<file path="src/rtl/req_encoder_pkg.sv">
// Shared ULA definitions for the request encoder: request-line count,
// code width and the handshake FSM state type.
package req_encoder_pkg;

   localparam int unsigned N_REQ = 8;
   localparam int unsigned W_REQ = $clog2(N_REQ);

   typedef enum logic {
      IDLE = 1'b0,
      HOLD = 1'b1
   } state_e;

endpackage : req_encoder_pkg

</file>
<file path="src/rtl/req_encoder_rr_select.sv">
// Combinational round-robin picker over a pending set.
// Ports:
//   pend_i       - pending request set, one bit per line
//   ptr_i        - index searched first; search wraps modulo N
//   any_o        - at least one bit of pend_i is set
//   grant_o      - first set index at or after ptr_i (0 when none)
//   grant_mask_o - one-hot of grant_o, all zero when none
module req_encoder_rr_select
   import req_encoder_pkg::*;
#(
   parameter int unsigned N = N_REQ
) (
   input  logic [N-1:0]         pend_i,
   input  logic [$clog2(N)-1:0] ptr_i,
   output logic                 any_o,
   output logic [$clog2(N)-1:0] grant_o,
   output logic [N-1:0]         grant_mask_o
);

   localparam int unsigned W = $clog2(N);

   logic [W-1:0] idx;

   // N is a power of two, so W-bit addition wraps the search modulo N.
   always_comb begin
      any_o   = 1'b0;
      grant_o = '0;
      idx     = '0;
      for (int unsigned i = 0; i < N; i++) begin
         idx = ptr_i + W'(i);
         if (!any_o && pend_i[idx]) begin
            any_o   = 1'b1;
            grant_o = idx;
         end
      end
   end

   assign grant_mask_o = any_o ? (N'(1) << grant_o) : '0;

endmodule : req_encoder_rr_select

</file>
<file path="src/rtl/req_encoder.sv">
// Sequential N-to-log2(N) request encoder. Single-cycle strobes are merged
// into a pending set and served one at a time in round-robin order as a
// code under a valid/ready handshake.
// Ports:
//   clk   - rising-edge clock
//   rst   - synchronous active-high reset
//   E     - capture enable; S ignored when low
//   S     - request strobes, one per line
//   A     - code of the request being presented
//   valid - A holds a request
//   ready - consumer accepts A when valid is high
//   pend  - pending set, excluding the request on A
//   dup   - one-cycle pulse: strobe hit a line already pending
module req_encoder
   import req_encoder_pkg::*;
#(
   parameter int unsigned N = N_REQ
) (
   input  logic                 clk,
   input  logic                 rst,
   input  logic                 E,
   input  logic [N-1:0]         S,
   output logic [$clog2(N)-1:0] A,
   output logic                 valid,
   input  logic                 ready,
   output logic [N-1:0]         pend,
   output logic                 dup
);

   localparam int unsigned W = $clog2(N);

   state_e        state_q, state_d;
   logic [W-1:0]  a_q, a_d;
   logic          valid_q, valid_d;
   logic [N-1:0]  pend_q, pend_d;
   logic          dup_q, dup_d;
   logic [W-1:0]  ptr_q, ptr_d;

   logic          any_c;
   logic [W-1:0]  grant_c;
   logic [N-1:0]  grant_mask_c;
   logic [N-1:0]  new_c;
   logic [N-1:0]  clr_c;

   // Selection sees only the registered pending set, never same-cycle strobes.
   req_encoder_rr_select #(
      .N (N)
   ) u_rr_select (
      .pend_i       (pend_q),
      .ptr_i        (ptr_q),
      .any_o        (any_c),
      .grant_o      (grant_c),
      .grant_mask_o (grant_mask_c)
   );

   assign new_c = E ? S : '0;

   // Next-state, output and pending-set logic.
   always_comb begin
      state_d = state_q;
      a_d     = a_q;
      valid_d = valid_q;
      ptr_d   = ptr_q;
      clr_c   = '0;

      unique case (state_q)
         IDLE: begin
            if (any_c) begin
               a_d     = grant_c;
               valid_d = 1'b1;
               clr_c   = grant_mask_c;
               ptr_d   = grant_c + W'(1);
               state_d = HOLD;
            end
         end
         HOLD: begin
            if (ready) begin
               if (any_c) begin
                  a_d   = grant_c;
                  clr_c = grant_mask_c;
                  ptr_d = grant_c + W'(1);
               end else begin
                  valid_d = 1'b0;
                  state_d = IDLE;
               end
            end
         end
         default: state_d = IDLE;
      endcase

      // A new strobe wins over a grant clear on the same line.
      pend_d = (pend_q & ~clr_c) | new_c;
      dup_d  = |(new_c & pend_q);
   end

   // State registers.
   always_ff @(posedge clk) begin
      if (rst) begin
         state_q <= IDLE;
         a_q     <= '0;
         valid_q <= 1'b0;
         pend_q  <= '0;
         dup_q   <= 1'b0;
         ptr_q   <= '0;
      end else begin
         state_q <= state_d;
         a_q     <= a_d;
         valid_q <= valid_d;
         pend_q  <= pend_d;
         dup_q   <= dup_d;
         ptr_q   <= ptr_d;
      end
   end

   assign A     = a_q;
   assign valid = valid_q;
   assign pend  = pend_q;
   assign dup   = dup_q;

endmodule : req_encoder
</file>
<file path="config.mk">
export PLATFORM = sky130hd
export DESIGN_NAME = req_encoder
export DESIGN_NICKNAME = d
export VERILOG_FILES = /design/src/rtl/req_encoder_pkg.sv /design/src/rtl/req_encoder_rr_select.sv /design/src/rtl/req_encoder.sv
export SDC_FILE = /design/constraint.sdc
export NUM_CORES = 1
export LEC_CHECK = 0
export CORE_UTILIZATION = 30
export DETAILED_ROUTE_END_ITERATION = 16
export RECOVER_POWER = 100
export SLEW_MARGIN = 5
export SYNTH_ARGS = -nofsm -noshare
export SYNTH_HDL_FRONTEND = slang
export SYNTH_SLANG_ARGS = --single-unit
</file>
<file path="constraint.sdc">
create_clock -name clk -period 3.5 [get_ports clk]
set_clock_uncertainty 0.15 [all_clocks]
set_input_delay 1.05 -clock clk [delete_from_list [all_inputs] [get_ports clk]]
set_output_delay 1.05 -clock clk [all_outputs]
set_load 0.01 [all_outputs]
</file>
Yosys cells after proc, flatten, opt, wreduce, memory -nomap -nowiden --
Cells that the tools add are included.
Operators by class: $add $sub $neg 8, order comparisons 8, mux-type cells 49, shift-type cells 1, reductions and logical operators 16, bitwise gates (word level) 5, equality and inequality tests 3
Operators with widths (number):
- two-way mux 3 bit | 12
- less-than comparator 3 x 4 -> 1 bit (second input constant) | 8
- binary-select mux 1 bit (select 3 bit) | 8
- two-way mux 8 bit | 3
- two-way mux 1 bit | 21
- AND 8 bit | 2
- case mux 8 bit (2 select lines) | 1
- adder 3 bit (second input constant) | 4
- case mux 3 bit (2 select lines) | 2
- inverter 8 bit | 1
- OR 8 bit | 1
- OR reduction 8 bit | 1
- left shift 1 x 3 -> 8 bit (first input constant) | 1
- logical AND 1 bit | 7
- zero test 1 bit | 7
- adder 3 x 1 -> 3 bit (second input constant) | 2
- adder 3 x 2 -> 3 bit (second input constant) | 2
- != test 2 bit (second input constant) | 3
- case mux 1 bit (2 select lines) | 2
- AND reduction 3 bit | 1
- inverter 1 bit | 1
Storage, ports and cells: logic and storage cells 96, flip-flop bits (word level) 17, input port bits 12, output and inout port bits 13

Depth between registers and ports, before layout --
depth after elaboration 31, depth in mapped cells 15, mapped depth without buffers 13

Modules after synthesis --
From an unflattened synthesis, not the netlist that was laid out.
Second synthesis, totals: cell total of the unflattened synthesis 184, area, all modules 1671.6 um2
By module, submodules not included:
- req_encoder_rr_select | times used 1, area each 885.8 um2, cells an instance 97
- req_encoder | times used 1, area each 785.8 um2, cells an instance 87

Worst setup path before layout --
Ideal clock, no wire load.
path kind reg2reg, from register ptr_q[1], to register pend_q[4] (netlist: pend[4]), required time 3.262 ns, setup slack -0.217 ns, data arrival time 3.479 ns, stages on the path, launching flop included 15, cell sequence dfxtp_1 > buf_2 > inv_1 > ha_1 > buf_6 > mux4_2 > mux2i_2 > a32oi_1 > or4b_4 > o21ai_2 > o31a_4 > inv_2 > ha_1 > a21boi_0 > a311oi_2
Between the ends: longest elaborated chain between the ends 31, elaborated cells on any way between the ends 60, those cells by class 7 x add/sub; 1 x shift; 35 x mux; 3 x bitwise; 14 x reduce/logical
Ends and longest elaborated chain:
- start, declared | line req_encoder.sv:37 | logic [W-1:0] ptr_q, ptr_d;
- start signal, assigned | line req_encoder.sv:111 | ptr_q <= ptr_d;
- branches (longest 23 deep; another with adder 3 x 1 -> 3 bit)
- two-way mux 3 bit * | line req_encoder_rr_select.sv:31 | if (!any_o && pend_i[idx]) begin
- named net grant_c[0] | line req_encoder.sv:40 | logic [W-1:0] grant_c;
- left shift 1 x 3 -> 8 bit * | line req_encoder_rr_select.sv:38 | assign grant_mask_o = any_o ? (N'(1) << grant_o) : '0;
- two-way mux 8 bit * | line req_encoder.sv:68, req_encoder.sv:78
- two-way mux 8 bit | line req_encoder.sv:77 | if (ready) begin
- case mux 8 bit (2 select lines) * | line req_encoder.sv:66 | unique case (state_q)
- inverter 8 bit * | line req_encoder.sv:92 | pend_d = (pend_q & ~clr_c) | new_c;
- AND 8 bit * | line req_encoder.sv:92
- OR 8 bit * | line req_encoder.sv:92
- end signal, assigned | line req_encoder.sv:109 | pend_q <= pend_d;
- end, declared | line req_encoder.sv:35 | logic [N-1:0] pend_q, pend_d;
Mark *: on every way through the listed nets, which the timed path passes. The select of a mux whose other input is x is not followed. A chain may end at the register's enable or synchronous reset.

Worst setup path after layout --
from register ptr_q[0], to register pend_q[5] (netlist: pend[5])
Between the ends: longest elaborated chain between the ends 31, elaborated cells on any way between the ends 60, those cells by class 7 x add/sub; 1 x shift; 35 x mux; 3 x bitwise; 14 x reduce/logical
Ends and longest elaborated chain (line):
- branches (longest 25 deep; another with adder 3 x 1 -> 3 bit)
- two-way mux 8 bit * | req_encoder.sv:68, req_encoder.sv:78
- two-way mux 8 bit | req_encoder.sv:77
- case mux 8 bit (2 select lines) * | req_encoder.sv:66
- inverter 8 bit * | req_encoder.sv:92
- AND 8 bit * | req_encoder.sv:92
- OR 8 bit * | req_encoder.sv:92
Every way passes the cells marked *. The select of a mux whose other input is x is not followed.

==> results.md <==
* Fin nets at 236
* Fmax at 0.293 GHz
* Die area at 5950 sq um
* Initial antenna violation count at 0
* Final critical-path required period at 3420 ps
* Diodes inserted at 0
* Xor/xnor cell area share of the yosys netlist at 0.0155
* P&R area growth vs syn at 34.4%
* WHS Path Cells at 1
* Via count at 1613
* DRT iter0 DRCs at 151
* Most frequent cells in the layout: buf_4, a21oi_1, dfxtp_1
* Via density at 5.64
* Longest Clk Path Bufs at 2
* Largest family of logic cells by synthesized area: compound AO/OA/AOI/OAI gates
* Synth Area in Compound Gates at 0.319
* Routed wire length per instance at 17.0 um
* Yosys top cell area share at 0.201
* Mux cell area share after synthesis at 0.242
* PortBufs at 24
* Initial Util at 0.321
* Reg2Reg Setup Slack at 80 ps
* Seq/Total Area, Yosys at 0.201
* Die height at 77.1 um
* Most common cell after layout, fill and taps aside: buf_4
* Post-Synth Adder-Cell Area at 0.0517
* Gate Count Post-Synth at 175
* Worst Setup End Kind: flop
* Worst Path Arrival at 3450 ps
* Gpl congestion at 0.897
* Grt total ovfl at 0
* Clock latency on the worst-skew pair at 260 ps
* Placed insts at 281
* Ys Warns at 0
* Kind of start point of the critical path: flop
* Max Fanout on Critical Path at 6
* Fin. max-slew vios at 0
* Worst Hold Class: reg -> reg
* Yosys reg bits at 17
* Worst Tran Pin Value at 591 ps
* Drt drc at 0
* Min-delay src: state_q
* Num CTS Buffers at 3
* Hold-fix buffers, CTS at 0
* CTS tree: done
* Cell variety after synth at 57
* Final Hold Viols at 0
* Global-route wire length before repair at 7.62 mm
* Post-synthesis cell area at 1690 sq um
* Total GRT Usage at 0.159
* Status: completed
* Post-route ant nets at 0
* Worst EP required at 3530 ps
* Setup-failing EPs final at 0
* Layout cells sized above 1 at 0.329
* H-tree levels at 1
* CP max stage delay at 600 ps
* Die span in x at 77.1 um
* Cell taking the most area after synthesis: dfxtp_1
* DPL Wire Length at 3.54 mm
* Largest net degree at the start of global routing at 19
* RSZ-0062 raised after global routing: yes
* Fin crit share at 0.976
* Simple-Gate Fraction of Synth Area at 0.106
* CTS Sinks at 17
* Max stage delay cell, worst path: mux4_2
* Routed Wire Length at 4.87 mm
* Setup CP Type: reg -> reg
* Worst Reg-to-Reg Cells at 12
* Ys async rst share at 0
* Io pins at 25
* Vias in the first global route at 1543
* Slew Limit Headroom at 0.603
* CP Cell Sequence: inv_4 -> ha_4 -> mux4_2 -> buf_4 -> mux2_2 -> o311a_2 -> o22ai_1 -> a22oi_2 -> buf_4 -> ha_1 -> a21boi_0 -> a311oi_2
* CP delay by family, top: compound AO/OA/AOI/OAI gates
* Number of flops mapped to enable cells by yosys at 0
* Worst R2R End: pend[5]
* Worst Hold End: valid
* Cell Count, Final, Fillers Out at 286
* FP Rows at 26
* Clock input transition at the sequential cells of the worst setup and hold paths at 70 ps
* DRT Pass-1 Iters at 4
* Worst path bufs/invs at 3
* CTS Root Cell: clkbuf_8
* Max-cap viol count at 0
* Syn_area_per_cell at 9.67 sq um
* Critical path startpoint: ptr_q[0]
* CP dominant cell by count: buf_4
* Core Region at 5270 sq um
* Syn_nets at 194
* RR Startpoint: ptr_q[0]
* Ranking of synthesized cells by area: dfxtp_1, mux4_1, ha_1
* Top FF cell, synth: dfxtp_1
[registers in the layout, indices dropped and copies added (netlist names)]
signal,count
pend,8
A,3
ptr_q,3
dup,1
state_q,1
valid,1
[cell usage after synthesis, drive strengths merged (3+ instances only)]
master	count
a211oi	3
a21boi	7
a21oi	17
a22oi	4
a311oi	10
buf	6
clkbuf	4
dfxtp	17
ha	7
inv	12
mux2	6
mux2i	8
mux4	10
nand2	8
nor2	11
o21ai	7
o22ai	3
xor2	3
[stage by stage]
step / setup TNS, ps / util / hold slack [ps] / setup WS (ps) / cell area [sq um]
floorplan: -16.4 / - / 304 / -10.9 / 1720
global placement: 0 / 0.407 / 317 / 35.6 / 2150
detailed placement: 0 / 0.407 / 327 / 12.8 / 2150
CTS: 0 / 0.417 / 336 / 32.2 / 2200
global route: -18.9 / 0.432 / 350 / -18.8 / 2270
finish: 0 / 0.432 / 335 / 82.7 / 2270
[repair_timing]
item / in CTS / in global routing
pin swaps: 0 / 8
buffers inserted: 0 / 1
resized for setup: 2 / 15
endpoints found under the setup margin: 5 / 7
[worst max-delay path by stage]
stage | cells past startpoint | to | slack [ps]
finish | 12 | pend[5] | 80
global route | 12 | pend[2] | -20
CTS | 14 | ptr_q[2] | 30
detailed placement | 12 | pend[2] | 10
global placement | 13 | pend[7] | 40
floorplan | 14 | ptr_q[2] | -10
[layout make-up]
type | instances | area, sq um
multi-input cells | 136 | 1330
well taps | 70 | 87.6
flip-flops and latches | 17 | 343
repair buffers | 47 | 413
clock inverters | 1 | 7.51
clock buffers | 3 | 41.3
fillers | 542 | 3000
inverters | 12 | 55.1
[cells by family (layout without fill, tap and decap cells)]
| kind of cell | after synthesis | in the layout |
|---|---|---|
| AOI/OAI and AO/OA | 69 | 69 |
| DFF | 17 | 17 |
| xor gates and xnor gates | 3 | 3 |
| muxes | 24 | 24 |
| and+or+nand+nor | 33 | 33 |
| buffers and inverters | 22 | 63 |
| adders and majority gates | 7 | 7 |
[layer usage]
layer / vias up / part of all wire / global-route usage
met2: 37 / 0.50 / 0.265
li1: 780 / - / -
met5: - / 0 / 0
met1: 791 / 0.46 / 0.217
met4: 0 / 0.011 / 0.0547
met3: 5 / 0.028 / 0.00833
Power is left out: the tool's default activity adds up to more than one toggle a clock period on the data nets, which glitch-free logic cannot reach.
